==> config.mk <==
export PLATFORM = sky130hd
export DESIGN_NAME = fetch_stage
export DESIGN_NICKNAME = d
export VERILOG_FILES = /design/src/rtl/fetch_stage.sv
export SDC_FILE = /design/constraint.sdc
export NUM_CORES = 1
export LEC_CHECK = 0
export CORE_MARGIN = 2
export CORE_UTILIZATION = 29
export CTS_BUF_LIST = sky130_fd_sc_hd__clkbuf_8
export CTS_CLUSTER_DIAMETER = 80
export DETAILED_ROUTE_END_ITERATION = 8
export REMOVE_ABC_BUFFERS = 1
export SLEW_MARGIN = 10
export SYNTH_ARGS = -nofsm -noshare
export SYNTH_HDL_FRONTEND = slang
export SYNTH_SLANG_ARGS = --single-unit
==> constraint.sdc <==
create_clock -name i_clk -period 5.4 [get_ports i_clk]
set_input_delay 1.08 -clock i_clk [delete_from_list [all_inputs] [get_ports i_clk]]
set_output_delay 1.08 -clock i_clk [all_outputs]
set_load 0.02 [all_outputs]
==> src/rtl/fetch_stage.sv <==
// RV32 instruction-fetch stage with IF/ID register; one outstanding I-cache request.
// Optional build macro FETCH_FLUSH_NOP_EN: redirects/bubbles also write NOP (and pc 0 on redirect).
//
// state  | meaning
// S_REQ  | presenting a fetch request at pc
// S_WAIT | request accepted, waiting for the response
// S_HOLD | response parked in hold register while decode is stalled
// S_DROP | wrong-path response still in flight; discard it on arrival
module fetch_stage #(
    parameter int unsigned      XLEN      = 32,
    parameter logic [XLEN-1:0]  RESET_PC  = 32'h0000_0000,
    parameter logic [XLEN-1:0]  NOP_INSTR = 32'h0000_0013
) (
    input  logic            i_clk,
    input  logic            i_rst,
    input  logic            i_stall,
    input  logic            i_redirect,
    input  logic [XLEN-1:0] i_redirect_pc,
    output logic            o_imem_req_valid,
    output logic [XLEN-1:0] o_imem_req_addr,
    input  logic            i_imem_req_ready,
    input  logic            i_imem_rsp_valid,
    input  logic [XLEN-1:0] i_imem_rsp_data,
    output logic            o_ifid_valid,
    output logic [XLEN-1:0] o_ifid_pc,
    output logic [XLEN-1:0] o_ifid_instr
);

    typedef enum logic [1:0] {S_REQ, S_WAIT, S_HOLD, S_DROP} state_t;

    state_t          state_q, state_d;
    logic [XLEN-1:0] pc_q, pc_d;
    logic [XLEN-1:0] hold_q, hold_d;
    logic            ifid_valid_q, ifid_valid_d;
    logic [XLEN-1:0] ifid_pc_q, ifid_pc_d;
    logic [XLEN-1:0] ifid_instr_q, ifid_instr_d;
    logic            load;
    logic [XLEN-1:0] load_instr;
    logic            handshake;

    assign o_imem_req_valid = (state_q == S_REQ) & ~i_redirect & ~i_rst;
    assign o_imem_req_addr  = pc_q;
    assign handshake        = o_imem_req_valid & i_imem_req_ready;

    always_comb begin
        state_d    = state_q;
        pc_d       = pc_q;
        hold_d     = hold_q;
        load       = 1'b0;
        load_instr = hold_q;
        case (state_q)
            S_REQ: begin
                if (i_redirect) begin
                    pc_d = i_redirect_pc;
                end else if (handshake) begin
                    state_d = S_WAIT;
                end
            end
            S_WAIT: begin
                if (i_imem_rsp_valid) begin
                    if (i_redirect) begin
                        pc_d    = i_redirect_pc;
                        state_d = S_REQ;
                    end else if (i_stall) begin
                        hold_d  = i_imem_rsp_data;
                        state_d = S_HOLD;
                    end else begin
                        load       = 1'b1;
                        load_instr = i_imem_rsp_data;
                        pc_d       = pc_q + XLEN'(4);
                        state_d    = S_REQ;
                    end
                end else if (i_redirect) begin
                    pc_d    = i_redirect_pc;
                    state_d = S_DROP;
                end
            end
            S_HOLD: begin
                // The redirect target must still be taken even though the parked word is dropped.
                if (i_redirect) begin
                    pc_d    = i_redirect_pc;
                    state_d = S_REQ;
                end else if (!i_stall) begin
                    load    = 1'b1;
                    pc_d    = pc_q + XLEN'(4);
                    state_d = S_REQ;
                end
            end
            S_DROP: begin
                if (i_redirect) begin
                    pc_d = i_redirect_pc;
                end
                if (i_imem_rsp_valid) begin
                    state_d = S_REQ;
                end
            end
            default: state_d = S_REQ;
        endcase
    end

    // Priority: redirect flushes even under stall, then stall freezes, then load, else bubble.
    always_comb begin
        ifid_valid_d = ifid_valid_q;
        ifid_pc_d    = ifid_pc_q;
        ifid_instr_d = ifid_instr_q;
        if (i_redirect) begin
            ifid_valid_d = 1'b0;
`ifdef FETCH_FLUSH_NOP_EN
            ifid_pc_d    = '0;
            ifid_instr_d = NOP_INSTR;
`endif
        end else if (i_stall) begin
            ifid_valid_d = ifid_valid_q;
        end else if (load) begin
            ifid_valid_d = 1'b1;
            ifid_pc_d    = pc_q;
            ifid_instr_d = load_instr;
        end else begin
            ifid_valid_d = 1'b0;
`ifdef FETCH_FLUSH_NOP_EN
            ifid_instr_d = NOP_INSTR;
`endif
        end
    end

    always_ff @(posedge i_clk) begin
        if (i_rst) begin
            state_q      <= S_REQ;
            pc_q         <= RESET_PC;
            hold_q       <= '0;
            ifid_valid_q <= 1'b0;
            ifid_pc_q    <= '0;
            ifid_instr_q <= NOP_INSTR;
        end else begin
            state_q      <= state_d;
            pc_q         <= pc_d;
            hold_q       <= hold_d;
            ifid_valid_q <= ifid_valid_d;
            ifid_pc_q    <= ifid_pc_d;
            ifid_instr_q <= ifid_instr_d;
        end
    end

    assign o_ifid_valid = ifid_valid_q;
    assign o_ifid_pc    = ifid_pc_q;
    assign o_ifid_instr = ifid_instr_q;

endmodule
==> metrics.md, run 1 <==
| Metric | Value |
|---|---|
| Post-synth top area share | `0.444` |
| Die ar. | `21500 um2` |
| Core area | `20100 um2` |
| Final min period | `3560 ps` |
| Commonest non-fill, non-tap cell in the layout | `clkdlybuf4s50_1` |
| Compound-Gate Fraction of Synth Area | `0.197` |
| Most frequent cells in the layout | `clkdlybuf4s50_1 (166), nand2_1 (157), dfxtp_1 (131), a21oi_1 (84), nor2_1 (51)` |
| Fill cells | `2050` |
| Critical path class | `in -> out` |
| Number of CTS-inserted buffers | `17` |
| Final HPWL DP | `11.8 mm` |
| CP cell instances | `clkdlybuf4s50_1 -> nor2_1 -> and2_1 -> clkdlybuf4s50_1` |
| Async set or reset register ratio after synthesis | `0` |
| Starting DRT DRC Count | `304` |
| Crit-path leading delay family | `buffers and inverters` |
| Synth area leader | `dfxtp_1` |
| Worst Setup End Kind | `primary output` |
| Routed wl met2 | `7.78 mm` |
| VDD IR-drop max | `143 uV` |
| Clock sinks | `131` |
| Status | `finished, final reports clean` |
| Metal3 WL | `1.37 mm` |
| Crit path from | `i_redirect` |
| Main combinational cell family by area after synthesis | `simple AND/OR/NAND/NOR gates` |
| Wire per inst | `15.6 um` |
| Crit path launch type | `input pin` |
| Rows | `52` |
| Initial Util | `0.294` |
| P&R area growth vs syn | `37.0%` |
| Post-Synth Simple-Gate Area | `0.225` |
| Top Metal Used | `met5` |
| Clock skew | `8.72 ps` |
| Vias in the first global route | `5293` |
| CP bufs+invs | `2` |
| Post-CTS sizing | `0` |
| Top_reg_cell synth | `dfxtp_1` |
| H-tree levels | `4` |
| First-pass GRT wire length | `28.4 mm` |
| Detail Route Antenna Nets | `0` |
| Max Cap Viol | `0` |
| Ratio of cells with drive above 1 in the final layout | `0.0602` |
| Sequential share of the synthesized area | `0.444` |
| Largest net degree at the start of global routing | `62` |
| Synth warn | `0` |
| Setup TNS | `0 ps` |
| Critical-path top delay cell | `clkdlybuf4s50_1` |
| Via density | `4.90` |
| Root buf cell | `clkbuf_8` |
| Synth area leaders | `dfxtp_1 (44%), nand2_1 (10%), a21oi_1 (7.1%)` |
| Total gr overflow | `0` |
| Slew @ Worst Pin | `1110 ps` |
| Metal-1 WL | `8.31 mm` |
| Reg-to-Reg Start | `state_q[0]$_SDFFE_PP0P_` |
| Cells after Synth | `714` |
| Crit path required time | `4320 ps` |
| Crit path DAT | `2480 ps` |
| Input/output buffers | `167` |
| Initial antenna violation count | `2` |
| Die Y | `147 um` |
| Worst-path clk slew | `70 ps` |
| Cell variety after synth | `58` |
| Post-Synth Adder-Cell Area | `0.0127` |
| GRT Total Usage | `0.166` |
| HP Start | `hold_q[3]$_SDFFE_PP0P_` |
| Die X | `147 um` |
| CTS hold repair buffers | `0` |
| Number of synthesized flops with an enable pin | `0` |
| Unrepaired setup endpoints after global routing | `no` |
| Fmax | `281 MHz` |
| DRC viols | `0` |
| I/O pin total | `168` |
| Final setup viols | `0` |
| PwrDens | `266 nW/um2` |
| Slew Viols, Final | `0` |
| Synth Area in XOR/XNOR | `0.00445` |
| Dpl cells | `1105` |
| Mapped Area | `5900 um2` |
| Detailed Route WL | `17.7 mm` |
| Hold Fails Final Rpt | `0` |
| Placer congestion estimate | `0.753` |
| Synthesis-stage register bit count | `131` |
| Leak Pwr | `2.69 nW` |
| TritonCTS clock tree | `yes` |
| Avg Inst Size Synth | `8.27 um2` |
| Mux cell area share after synthesis | `0.0695` |
| Largest stage delay, worst path | `590 ps` |
| Postcts setup bufs | `0` |
| Worst Hold Class | `reg -> reg` |
| Final Non-Filler Cells | `1135` |
| Max_slew headroom | `0.257` |
| Nets@finish | `930` |
| Worst-skew pair later-pin latency | `440 ps` |
| Final period util | `0.659` |
| Critical path's most frequent cell | `clkdlybuf4s50_1` |
| Worst hold margin | `454 ps` |
| CP max FO | `3` |
| DRT Pass-1 Iters | `5` |
| Vias | `5567` |
| Clock Path Buffers | `2` |
## logic make-up (layout without fill, tap and decap cells)
logic type	after synthesis	in the layout
buffers and inverters	61	211
adder cells (fa/ha/maj)	6	6
AO/OA/AOI/OAI	186	186
AND/OR/NAND/NOR	287	287
XOR/XNOR	3	3
other	0	1
flip-flops	131	131
multiplexers	40	40
## worst min-delay path: stages (launching register included)
cell     delay, ps
dfxtp_1        310
nand2_1         50
a21oi_1         50
## sequential cells by signal, summed over array words and instances, names as in the netlist
register         cells
o_ifid_valid         1
hold_q              32
o_imem_req_addr     32
o_ifid_pc           32
o_ifid_instr        32
state_q              2
## worst paths after layout
| check | to | slack, ps | cells after the start |
|---|---|---|---|
| min reg2reg | hold_q[3]$_SDFFE_PP0P_ | 450 | 2 |
| max | o_imem_req_valid | 1840 | 4 |
| max reg2reg | o_imem_req_addr[28]$_SDFF_PP0_ | 2850 | 6 |
| min | hold_q[3]$_SDFFE_PP0P_ | 450 | 2 |
## cells in the mapped netlist, types with 2 or more instances
library cell / n
xor2_1: 2
clkbuf_1: 30
nand3_1: 19
o211ai_1: 4
a41o_2: 2
a221o_1: 2
or3_1: 2
nand3b_1: 2
nor2_1: 51
a32oi_1: 3
buf_2: 20
nor4_4: 2
buf_6: 3
ha_1: 6
and2_1: 8
nand2b_1: 5
inv_1: 4
buf_1: 2
a21oi_1: 84
a31oi_1: 8
a311oi_1: 2
a22oi_1: 2
nand2_1: 157
nand4b_1: 3
nor3_1: 12
dfxtp_1: 131
nor2b_1: 3
o22ai_1: 2
a211oi_1: 36
nand4_1: 7
and4_1: 2
a221oi_1: 6
a211o_1: 4
o21ai_0: 22
mux2i_1: 37
and3_1: 5
and4b_1: 2
and3_2: 2
## per-stage QoR
stage	worst slack, ps	power (mW)	instance area (um2)	util
finish	1840	2.15	8090	0.402
global route	1790	2.26	8080	0.402
CTS	1810	2.19	8080	0.402
detailed placement	1790	1.40	7730	0.385
global placement	1810	1.40	7730	0.385
floorplan	1250	1.22	5640	-
## metal layers
layer | up-vias | GRT usage
met1 | 2563 | 0.217
met2 | 183 | 0.262
met5 | - | 0
met3 | 20 | 0.0547
li1 | 2799 | -
met4 | 2 | 0.0485
## power by group
group | internal, mW | switching (mW)
logic | 0.156 | 0.182
clock network | 0.403 | 0.373
registers | 0.996 | 0.0442
## cell type report
cell class | instances | area (um2) | share of cell area
tap | 270 | 338 | 0.0418
multi-input combinational | 522 | 3010 | 0.372
inverter | 5 | 18.8 | 0.00232
clock inverter | 11 | 101 | 0.0125
timing repair buffer | 177 | 1740 | 0.216
antenna | 1 | 2.50 | 0.000310
sequential | 131 | 2620 | 0.324
clock buffer | 18 | 248 | 0.0306
(Power assumes the default switching activity.)
==> run 2: changes to the inputs <==
==> constraint.sdc (replaced) <==
create_clock -name i_clk -period 3.3 [get_ports i_clk]
set_input_delay 0.66 -clock i_clk [delete_from_list [all_inputs] [get_ports i_clk]]
set_output_delay 0.66 -clock i_clk [all_outputs]
set_load 0.02 [all_outputs]
==> run 2 against run 1 <==
  * Utilization up 0.59 points
  * Register-to-register slack got worse by 2000 ps
  * Combinational power up 66%
  * Critical path depth is the same
  * Global-route usage is 0.29 points higher
  * Cell area increased by 1.5%
  * Critical endpoint unchanged
  * Largest cell class unchanged
  * Highest routed layer unchanged
==> metrics.md, run 2 (synthesized netlist as in run 1, its figures left out) <==
| Metric | Value |
|---|---|
| Status | `finished, final reports clean` |
| VDD IR-drop max | `248 uV (+73%)` |
| Max Cap Viol | `0 (unchanged)` |
| Setup TNS | `0 ps (unchanged)` |
| Metal3 WL | `1.43 mm (+4.4%)` |
| Reg2Reg Setup Slack | `860 ps (-1990 ps)` |
| DRC viols | `0 (unchanged)` |
| Hold Fails Final Rpt | `0 (unchanged)` |
| Vias in the first global route | `5415 (+2.3%)` |
| Slew Viols, Final | `0 (unchanged)` |
| TritonCTS clock tree | `yes` |
| Sink of the worst hold path | `hold_q[0]$_SDFFE_PP0P_` |
| DRT Pass-1 Iters | `4 (-1)` |
| Top Metal Used | `met5` |
| Wire per inst | `15.8 um (+0.82%)` |
| Worst r2r path cells | `6 (unchanged)` |
| Detail Route Antenna Nets | `0 (unchanged)` |
| Initial antenna violation count | `2 (unchanged)` |
| GRT Total Usage | `0.169 (+0.00292)` |
| PwrDens | `436 nW/um2 (+64%)` |
| Input/output buffers | `167 (unchanged)` |
| Worst hold margin | `454 ps (+0.0620 ps)` |
| Largest net degree at the start of global routing | `89 (+44%)` |
| Final min period | `2650 ps` |
| Unrepaired setup endpoints after global routing | `no` |
| Worst Hold Class | `reg -> reg` |
| CP max FO | `2 (-1)` |
| Fmax | `377 MHz` |
| Reg-to-Reg Start | `state_q[1]$_SDFFE_PP0P_` |
| Initial Util | `0.294 (unchanged)` |
| Core area | `20100 um2 (unchanged)` |
| Routed wl met2 | `8.08 mm (+3.8%)` |
| Clock Path Buffers | `2 (unchanged)` |
| Post-CTS sizing | `0 (unchanged)` |
| Die X | `147 um (unchanged)` |
| Crit path launch type | `input pin` |
| Leak Pwr | `2.74 nW (+2.1%)` |
| Max_slew headroom | `0.346 (+0.0884)` |
| Final period util | `0.804` |
| Worst-skew pair later-pin latency | `440 ps (about the same)` |
| CTS hold repair buffers | `0 (unchanged)` |
| Critical path class | `in -> out` |
| Most frequent cells in the layout | `clkdlybuf4s50_1 (166), nand2_1 (157), dfxtp_1 (131), a21oi_1 (84), nor2_1 (51)` |
| Internal | `2.56 mW (+64%)` |
| Fin util | `0.408 (+0.00591)` |
| Clock power share | `0.367 (+0.007)` |
| Clock sinks | `131 (unchanged)` |
| Worst reg2reg path endpoint | `o_imem_req_addr[29]$_SDFF_PP0_` |
| Switch share | `0.285 (+0.00716)` |
| Clock skew | `11.3 ps (+2.53 ps)` |
| Placer congestion estimate | `0.776 (+3.0%)` |
| Slew @ Worst Pin | `981 ps (-124 ps)` |
| Seq pwr share | `0.476 (-0.007)` |
| H-tree levels | `4 (unchanged)` |
| Postcts setup bufs | `0 (unchanged)` |
| HP Start | `hold_q[0]$_SDFFE_PP0P_` |
| Number of CTS-inserted buffers | `17 (unchanged)` |
| Nets@finish | `939 (+0.97%)` |
| Root buf cell | `clkbuf_8` |
| Detailed Route WL | `18.1 mm (+1.9%)` |
| Ratio of cells with drive above 1 in the final layout | `0.0765 (+0.0163)` |
| Crit path DAT | `1990 ps (-490 ps)` |
| Die ar. | `21500 um2 (unchanged)` |
| Total gr overflow | `0 (unchanged)` |
| Crit path required time | `2640 ps (-1680 ps)` |
| Metal-1 WL | `8.36 mm (+0.59%)` |
| I/O pin total | `168 (unchanged)` |
| Commonest non-fill, non-tap cell in the layout | `clkdlybuf4s50_1` |
| First-pass GRT wire length | `29.0 mm (+1.8%)` |
| Die Y | `147 um (unchanged)` |
| Comb pwr share | `0.157 (about the same)` |
| Hold path depth | `2 (unchanged)` |
| Overall power | `3.58 mW (+66%)` |
| P&R area growth vs syn | `39.0%` |
| Rows | `52 (unchanged)` |
| Vias | `5631 (+1.1%)` |
| P_sw | `1.02 mW (+70%)` |
| Worst Setup End Kind | `primary output` |
| Final HPWL DP | `12.1 mm (+2.7%)` |
| Worst-path clk slew | `70 ps (about the same)` |
| Via density | `4.91 (about the same)` |
| Final setup viols | `0 (unchanged)` |
| Starting DRT DRC Count | `279 (-8.2%)` |
## run 2: critical path, stage by stage
cell,delay (ps)
clkdlybuf4s50_1,440
nor2_1,160
and2_1,140
clkdlybuf4s50_1,590
## run 2: power groups by stage
stage | clock network (mW) | registers (mW) | logic (mW)
floorplan | 0 | 1.77 | 0.225
global placement | 0 | 1.74 | 0.563
detailed placement | 0 | 1.74 | 0.564
CTS | 1.36 | 1.70 | 0.566
global route | 1.43 | 1.71 | 0.610
finish | 1.31 | 1.70 | 0.562
## run 2: worst max path at each step
stage	startpoint	end	slack (ps)	cells after the start
3_3_place_gp	i_imem_rsp_valid	o_imem_req_addr[28]$_SDFF_PP0_	520	5
4_1_cts	i_redirect	o_imem_req_valid	630	4
6_report	i_redirect	o_imem_req_valid	650	4
5_1_grt	i_redirect	o_imem_req_valid	580	4
3_5_place_dp	i_imem_rsp_valid	o_imem_req_addr[28]$_SDFF_PP0_	480	5
2_1_floorplan	state_q[1]$_SDFFE_PP0P_	o_ifid_instr[10]$_SDFFE_PP0P_	-540	6
## run 2: routing by layer
| metal | vias to the layer above | global-route usage |
|---|---|---|
| met5 | - | 0 |
| met3 | 17 | 0.0638 |
| met1 | 2618 | 0.215 |
| li1 | 2831 | - |
| met4 | 2 | 0.0495 |
| met2 | 163 | 0.268 |
## run 2: cell type report
cell class                      instances  area, um2
Timing Repair Buffer                  186       1840
Clock inverter                         11       86.3
Clock buffer                           21        289
Antenna cell                            1       2.50
Inverter                                5       18.8
Multi-Input combinational cell        522       3010
Fill cell                            2039      11900
Tap cell                              270        338
Sequential cell                       131       2620
## run 2: metrics by stage
step                      cell area (um2)  worst slack, ps  std cells
final                                8200              646       1147
after global routing                 8200              582       1146
after CTS                            8200              625       1146
after detailed placement             7830              480       1114
after global placement               7830              521       1114
after floorplan                      5640             -535        658
